==> src/rtl/hazard_stall_ctrl_pkg.sv <==
// Shared types and constants for the ID-stage hazard/stall controller.
package hazard_pkg;

  typedef enum logic [1:0] {
    RUN        = 2'd0,
    HALT_DRAIN = 2'd1,
    HALTED     = 2'd2
  } hazState_t;

  localparam int         DRAIN_CYCLES_DEF = 3;
  localparam int         STALL_CNT_W_DEF  = 16;
  localparam logic [4:0] REG_ZERO         = 5'd0;

endpackage

==> src/rtl/hazard_stall_ctrl_load_use_detect.sv <==
// Load-use hazard compare between the load in EX and the instruction in ID.
module load_use_detect
  import hazard_pkg::*;
(
  input  logic [4:0] idRs,
  input  logic [4:0] idRt,
  input  logic       idUsesRt,
  input  logic       exMemRead,
  input  logic [4:0] exRt,
  output logic       loadUse
);

  // A load into $zero never produces a value, so it cannot cause a hazard.
  assign loadUse = exMemRead && (exRt != REG_ZERO) &&
                   ((exRt == idRs) || (idUsesRt && (exRt == idRt)));

endmodule

==> src/rtl/hazard_stall_ctrl.sv <==
// ID-stage hazard/stall controller: load-use bubbles, branch flush, HALT drain FSM
// and debug single-step gating of the whole pipeline.
module hazard_stall_ctrl
  import hazard_pkg::*;
#(
  parameter int DRAIN_CYCLES = DRAIN_CYCLES_DEF,
  parameter int STALL_CNT_W  = STALL_CNT_W_DEF
) (
  input  logic                   i_clock,
  input  logic                   i_reset,
  input  logic                   i_step_en,
  input  logic                   i_step,
  input  logic [4:0]             i_id_rs,
  input  logic [4:0]             i_id_rt,
  input  logic                   i_id_uses_rt,
  input  logic                   i_ex_MemRead,
  input  logic [4:0]             i_ex_rt,
  input  logic                   i_branch_taken,
  input  logic                   i_halt_dec,
  output logic                   o_ctrl_sel,
  output logic                   o_pc_write,
  output logic                   o_if_id_write,
  output logic                   o_if_id_flush,
  output logic                   o_pipe_en,
  output logic                   o_halted,
  output logic [STALL_CNT_W-1:0] o_stall_cnt
);

  localparam int                DRAIN_W    = $clog2(DRAIN_CYCLES + 1);
  localparam logic [DRAIN_W-1:0] DRAIN_LAST = DRAIN_W'(DRAIN_CYCLES - 1);

  hazState_t              state, stateNext;
  logic [DRAIN_W-1:0]     drainCnt, drainCntNext;
  logic [STALL_CNT_W-1:0] stallCnt, stallCntNext;
  logic                   loadUse;
  logic                   advance;

  function automatic logic [STALL_CNT_W-1:0] satInc(input logic [STALL_CNT_W-1:0] v);
    return (&v) ? v : v + {{(STALL_CNT_W-1){1'b0}}, 1'b1};
  endfunction

  load_use_detect uDetect (
    .idRs      (i_id_rs),
    .idRt      (i_id_rt),
    .idUsesRt  (i_id_uses_rt),
    .exMemRead (i_ex_MemRead),
    .exRt      (i_ex_rt),
    .loadUse   (loadUse)
  );

  assign advance = ~i_step_en | i_step;

  always_comb begin
    stateNext     = state;
    drainCntNext  = drainCnt;
    stallCntNext  = stallCnt;
    o_ctrl_sel    = 1'b0;
    o_pc_write    = 1'b0;
    o_if_id_write = 1'b0;
    o_if_id_flush = 1'b0;
    o_pipe_en     = 1'b0;
    o_halted      = 1'b0;
    case (state)
      RUN: begin
        o_pipe_en = advance;
        if (loadUse) begin
          // Stall beats a taken branch: its operands are not valid yet.
          if (advance) stallCntNext = satInc(stallCnt);
        end else begin
          o_ctrl_sel    = 1'b1;
          o_pc_write    = 1'b1;
          o_if_id_write = 1'b1;
          o_if_id_flush = i_branch_taken & ~i_halt_dec;
          if (i_halt_dec && advance) begin
            stateNext    = HALT_DRAIN;
            drainCntNext = '0;
          end
        end
      end
      HALT_DRAIN: begin
        o_pipe_en = advance;
        if (advance) begin
          if (drainCnt == DRAIN_LAST) stateNext = HALTED;
          else drainCntNext = drainCnt + 1'b1;
        end
      end
      HALTED: o_halted = 1'b1;
      default: stateNext = RUN;
    endcase
    // Reset holds the whole pipeline frozen with no writes.
    if (i_reset) begin
      o_ctrl_sel    = 1'b0;
      o_pc_write    = 1'b0;
      o_if_id_write = 1'b0;
      o_if_id_flush = 1'b0;
      o_pipe_en     = 1'b0;
      o_halted      = 1'b0;
    end
  end

  always_ff @(posedge i_clock) begin
    if (i_reset) begin
      state    <= RUN;
      drainCnt <= '0;
      stallCnt <= '0;
    end else begin
      state    <= stateNext;
      drainCnt <= drainCntNext;
      stallCnt <= stallCntNext;
    end
  end

  assign o_stall_cnt = stallCnt;

endmodule

==> config.mk <==
export PLATFORM = sky130hd
export DESIGN_NAME = hazard_stall_ctrl
export DESIGN_NICKNAME = d
export VERILOG_FILES = /design/src/rtl/hazard_stall_ctrl_pkg.sv /design/src/rtl/hazard_stall_ctrl_load_use_detect.sv /design/src/rtl/hazard_stall_ctrl.sv
export SDC_FILE = /design/constraint.sdc
export NUM_CORES = 1
export LEC_CHECK = 0
export ABC_AREA = 1
export CAP_MARGIN = 40
export CORE_AREA = 2 2 85 46
export CTS_CLUSTER_SIZE = 10
export DETAILED_ROUTE_END_ITERATION = 6
export DIE_AREA = 0 0 87 48
export GPL_ROUTABILITY_DRIVEN = 0
export PLACE_DENSITY = 0.76
export SLEW_MARGIN = 40
export SYNTH_ARGS = -nofsm -noshare
export SYNTH_HDL_FRONTEND = slang
export SYNTH_HIERARCHICAL = 1
export SYNTH_SLANG_ARGS = --single-unit
==> constraint.sdc <==
create_clock -name i_clock -period 2.8 [get_ports i_clock]
set_input_delay 0.28 -clock i_clock [delete_from_list [all_inputs] [get_ports i_clock]]
set_output_delay 0.28 -clock i_clock [all_outputs]
set_load 0.03 [all_outputs]
==> out/metrics.yaml <==
place:
  place_area_um2: 2040
  hpwl_um: 2820
  port_buffers: 44
synthesis:
  yosysWarningCount: 6
  ys_seq_elements: 20
  synthDistinctLibCells: 28
  netlist_area_um2: 1560
  syn-num-nets: 280
  yosysSeqAreaShare_pct: 25.6
  synth.avg_cell_area_um2: 6.13
  syn_inst: 255
setup_path:
  path_class: "input pin to primary output"
  cp_common_cell: "clkdlybuf4s50_1"
  cp_max_fo: 5
  r2r_end: "o_stall_cnt[2]"
  worst_setup_path_end_kind: "primary output"
  slowest_delay_ns: 0.66
  critical_path.top_delay_family: "buffers and inverters"
  critPathRequiredTime_ns: 2.52
  rr_startpoint: "o_stall_cnt[0]"
  cp.arrival_ns: 2.35
  crit_buf_inv: 3
  reg2reg_slack_ns: 1.18
  reg2reg_depth: 9
  path_cells: "clkdlybuf4s50_1, nor2_1, nand3_1, o21ai_0, a21oi_1, nor3_1, buf_4, clkdlybuf4s50_1"
  cp-start-kind: "input pin"
  cp_slowest_cell: "clkdlybuf4s50_1"
timing:
  hold_viol_final: 0
  skew_ns: 0.00232
  tightest_slew_ns: 0.336
  rsz0062_at_grt: "no"
  fin_crit_sh_pct: 94.0
  setup_viol: 0
  fmax_ghz: 0.380
  min_period_ns: 2.63
  setup_tns_ns: 0
  slew_headroom_pct: 77.6
  drv_slew: 0
  whs_ns: 0.501
clocking:
  cts_inserted_buffers: 3
  clk_pin_slew_ns: 0.08
  clk_latency_ns: 0.26
  htreeDepth: 1
  clockBufferDepth: 2
  cts.sinks: 20
  holdBufCountCts: 0
  cts_setup_buffers: 0
  cts_root_buf: "clkbuf_8"
  cts_tree: "done"
die:
  dieArea_um2: 4180
  die_y_um: 48
  core-area_um2: 3360
  start_util_pct: 46.6
  die_x_um: 87
  fp-row-count: 15
  ioPinCount: 45
run_status:
  outcome: "completed"
cells_and_area:
  drive_gt1_share_pct: 14.9
  diodes: 0
  fin_area_um2: 2120
  area_growth_pct: 35.3
  fin_util_pct: 63.0
  final_nets: 328
detailed_routing:
  post_drt_wl_per_cell_um: 10.0
  drcViolationCount: 0
  avgViaCountPerCell: 4.71
  via_count: 1621
  drt-initial-drc-count: 56
  drt-total-wl_um: 3460
  firstDrtPassIters: 4
  antenna_left: 0
power_and_ir_drop:
  intPower_mw: 0.579
  peakVddDrop_v: 0.000248
  combPwrFrac_pct: 25.8
  p_clk_share_pct: 36.2
  power-per-cell-area_nw_per_um2: 384
  p_leak_nw: 0.915
  power_frac_seq_pct: 38.0
  power.switching_mw: 0.233
  p_sw_share_pct: 28.7
global_routing:
  track_usage_pct: 17.5
  grt_start_max_net_pins: 13
  grt_pass1_vias: 1386
  antenna_found_initial: 0
  grt-ovfl-total: 0
  grt_first_pass_wirelength_um: 5690
job:
  cap_violations: 0
hold_path:
  whs_path_depth: 2
  min_from: "drainCnt[0]"
  hold_class: "flip-flop to flip-flop"
  holdPathEnd: "drainCnt[0]"
==> registers in the layout, indices dropped and copies added (netlist names) <==
| signal | flops |
|---|---|
| o_stall_cnt | 16 |
| state | 2 |
| drainCnt | 2 |
==> layout by cell type, fill, tap and decap left out <==
| cell type | count |
|---|---|
| nor2_4 | 3 |
| buf_4 | 4 |
| a21oi_1 | 2 |
| clkdlybuf4s50_1 | 43 |
| nand3_4 | 1 |
| clkinv_1 | 1 |
| nand3_1 | 14 |
| nand2_2 | 10 |
| inv_1 | 31 |
| nand2_4 | 2 |
| nor2_1 | 44 |
| xor2_1 | 4 |
| xnor2_1 | 4 |
| clkbuf_8 | 3 |
| a21oi_2 | 10 |
| dlymetal6s2s_1 | 1 |
| nor2_2 | 3 |
| o22ai_1 | 1 |
| nor3_1 | 3 |
| nand2_1 | 77 |
| o21ai_0 | 3 |
| o211ai_1 | 1 |
| nor2_8 | 1 |
| nand4_1 | 5 |
| inv_2 | 7 |
| bufinv_16 | 1 |
| o21ai_1 | 1 |
| ha_1 | 2 |
| dfxtp_1 | 20 |
==> Yosys cell counts, drive strengths merged <==
cell,n,area (µm²)
nand4,5,31.3
dfxtp,20,400
o21ai,4,20.0
nor2,51,238
inv,38,143
nand2,89,374
o211ai,1,7.51
xnor2,4,35.0
clkinv,1,3.75
buf,4,41.3
nor3,3,15.0
clkbuf,1,3.75
o22ai,1,6.26
xor2,4,35.0
a21oi,12,97.6
nand3,15,87.6
ha,2,25.0
==> final cells by class <==
cell class	instances	area (µm²)
multi-input combinational	191	972
inverter	39	146
tap	42	52.6
clock buffer	3	41.3
clock inverter	1	30.0
timing repair buffer	48	473
fill	319	1240
sequential	20	400
==> worst min-delay path: cells and delay by family (launching register included) <==
| family | cells | cell delay (ns) |
|---|---|---|
| and+or+nand+nor | 2 | 0.15 |
| DFF | 1 | 0.32 |
==> layer usage <==
metal / wire length [µm] / GRT usage, %
met5: 0 / 0
met4: 37 / 4.69
met3: 137 / 3.10
met2: 1630 / 34.8
met1: 1650 / 20.1
==> worst max-delay path by stage <==
stage	start	to	slack [ns]	depth (start not counted)
after global routing	i_ex_rt[1]	o_ctrl_sel	0.002	9
after detailed placement	i_ex_rt[0]	o_if_id_flush	0.13	9
after CTS	i_ex_rt[0]	o_if_id_flush	0.14	9
after global placement	i_ex_rt[0]	o_if_id_flush	0.19	9
after floorplan	i_ex_rt[3]	o_if_id_flush	0.45	9
final	i_ex_rt[0]	o_ctrl_sel	0.17	8
==> what timing repair did <==
item | in CTS | in global routing
endpoints found under the hold margin | 0 | 0
gates resized for setup | 0 | 1
endpoints found under the setup margin | 0 | 1
==> per-stage QoR <==
| stage | std cells | setup WS [ns] | total power [mW] |
|---|---|---|---|
| after detailed placement | 340 | 0.132 | 0.525 |
| final | 344 | 0.168 | 0.812 |
| after global placement | 340 | 0.185 | 0.518 |
| after global routing | 344 | 0.00246 | 0.849 |
| after floorplan | 255 | 0.452 | 0.449 |
| after CTS | 344 | 0.138 | 0.818 |
==> cell families after synthesis <==
kind of cell,share of synthesized area [%]
simple gates,47.7
flops,25.6
buf+inv,12.2
compound gates,8.40
fa+ha+maj,1.60
xor+xnor,4.48
==> power by group through the flow <==
stage | sequential [mW] | combinational, mW | clock [mW]
after floorplan | 0.314 | 0.135 | 0
after global routing | 0.310 | 0.233 | 0.305
after CTS | 0.308 | 0.211 | 0.299
after global placement | 0.314 | 0.204 | 0
after detailed placement | 0.315 | 0.211 | 0
final | 0.309 | 0.209 | 0.294
(Power assumes the default switching activity.)
==> edit: new RTL, same flow settings <==
Set the package constant `REG_ZERO` to 5'd1 (it was 5'd0).
--- a/src/rtl/hazard_stall_ctrl_pkg.sv
+++ b/src/rtl/hazard_stall_ctrl_pkg.sv
@@ -10,5 +10,5 @@
   localparam int         DRAIN_CYCLES_DEF = 3;
   localparam int         STALL_CNT_W_DEF  = 16;
-  localparam logic [4:0] REG_ZERO         = 5'd0;
+  localparam logic [4:0] REG_ZERO         = 5'd1;
 
 endpackage
Behaviour: not the same (Yosys sat finds a counterexample within 4 cycles, from zero or initial values and one cycle with i_reset high).
==> edit against the original RTL <==
- total power decreased by 9.3%
- hold slack got worse by 0.010 ns
- design area decreased by 0.65%
- synthesized area decreased by 0.16%
- die area unchanged
- sequential cell count unchanged
- wire length decreased by 5.9%
- first-iteration DRC count decreased by 29%
- setup slack improved by 0.081 ns
- count of clock-buffer cells in the layout increased by 1
- largest power group unchanged
==> edit: results (changes against the original RTL) <==
[status] result of the run finished, final reports clean [unchanged]
[placement] half-perimeter wire length of the detailed placement result 2660 um [was 2820 um]
[sta] transition at the pin with the smallest max-transition slack 0.318 ns [was 0.336 ns]
[grt] total global routing track utilization 16.3% [was 17.5%]
[power] maximum vdd ir drop 0.244 mV [was 0.248 mV]
[grt] pin count of the biggest net entering global routing 14 [was 13]
[sta] Post-Route Skew 0.00153 ns [was 0.00232 ns]
[setup_path] largest fanout of any net on the critical path 4 [was 5]
[synth] adder and majority gate portion of the synthesized area 1.60% [about the same]
[detailed_routing] count of routing violations after the opening detailed-route iteration 40 [was 56]
[placement] Post-Place Setup Slack 0.261 ns [was 0.132 ns]
[power] leakage power summed over all cells 0.896 nW [was 0.915 nW]
[synth] most common library cells after synthesis sky130_fd_sc_hd__nand2_1, sky130_fd_sc_hd__nor2_1, sky130_fd_sc_hd__inv_1, sky130_fd_sc_hd__dfxtp_1, sky130_fd_sc_hd__nand3_1 [unchanged]
[detailed_routing] detailed-route via count 1594 [was 1621]
[grt] via count of the first global-routing pass 1309 [was 1386]
[setup_path] endpoint arrival time on the critical path 2.27 ns [was 2.35 ns]
[synth] xor and xnor fraction of the mapped netlist area 4.49% [was 4.48%]
[cts] Worst-Skew Late Latency 0.26 ns [about the same]
[synth] share of the yosys chip area belonging to registers 25.6% [about the same]
[detailed_routing] Total Routed Length 3250 um [was 3460 um]
[synth] post-synthesis compound-gate area fraction 8.41% [was 8.40%]
[synth] cell types with the largest area share after synthesis sky130_fd_sc_hd__dfxtp_1, sky130_fd_sc_hd__nand2_1, sky130_fd_sc_hd__nor2_1 [unchanged]
[cts] H-Tree Depth 1 [unchanged]
[synth] syn_nets 279 [was 280]
[grt] wire length of the first global-routing pass 5300 um [was 5690 um]
edit: per-stage QoR:
| stage | area (um2) | instances | hold slack [ns] |
|---|---|---|---|
| CTS | 2100 | 344 | 0.493 |
| global placement | 2050 | 340 | 0.467 |
| global route | 2100 | 344 | 0.522 |
| detailed placement | 2050 | 340 | 0.482 |
| floorplan | 1560 | 254 | 0.455 |
| finish | 2100 | 344 | 0.491 |
edit: where the power goes:
| group | internal, mW | switching [mW] | total (mW) |
|---|---|---|---|
| Combinational | 0.0923 | 0.119 | 0.211 |
| Clock | 0.125 | 0.0924 | 0.217 |
| Sequential | 0.297 | 0.0107 | 0.308 |
| Total | 0.515 | 0.222 | 0.737 |
edit: final cells by class:
cell class	count	area, um2
Fill cell	310	1260
Tap cell	42	52.6
Clock buffer	4	55.1
Inverter	39	146
Sequential cell	20	400
Multi-Input combinational cell	190	970
Timing Repair Buffer	49	478
edit: path summary, 6_finish.rpt:
check | end | startpoint | slack [ns]
min | drainCnt[0]$_SDFFE_PP0P_ | drainCnt[0]$_SDFFE_PP0P_ | 0.49
min reg2reg | drainCnt[0]$_SDFFE_PP0P_ | drainCnt[0]$_SDFFE_PP0P_ | 0.49
max | o_if_id_flush | i_ex_rt[0] | 0.25
max reg2reg | o_stall_cnt[15]$_SDFFE_PP0P_ | o_stall_cnt[0]$_SDFFE_PP0P_ | 1.16
edit: critical path, cell delays in order:
cell	delay [ns]
sky130_fd_sc_hd__clkdlybuf4s50_1	0.55
sky130_fd_sc_hd__nand4_1	0.11
sky130_fd_sc_hd__o21ai_0	0.17
sky130_fd_sc_hd__a21oi_1	0.08
sky130_fd_sc_hd__nor3_1	0.25
sky130_fd_sc_hd__nand2_1	0.07
sky130_fd_sc_hd__nor2_1	0.09
sky130_fd_sc_hd__clkdlybuf4s50_1	0.67
edit: cell families (layout without fill, tap and decap cells):
group	Yosys count	in the layout
AO/OA/AOI/OAI	18	18
adder cells (fa/ha/maj)	2	2
AND/OR/NAND/NOR	162	162
XOR/XNOR	8	8
buffers and inverters	44	92
flip-flops	20	20
edit: layer usage:
metal  share of wire, %  global-route usage (%)
met1                 49                    19.2
met2                 45                    30.2
met5                  0                       0
met4               0.74                    4.69
met3                5.5                    4.66
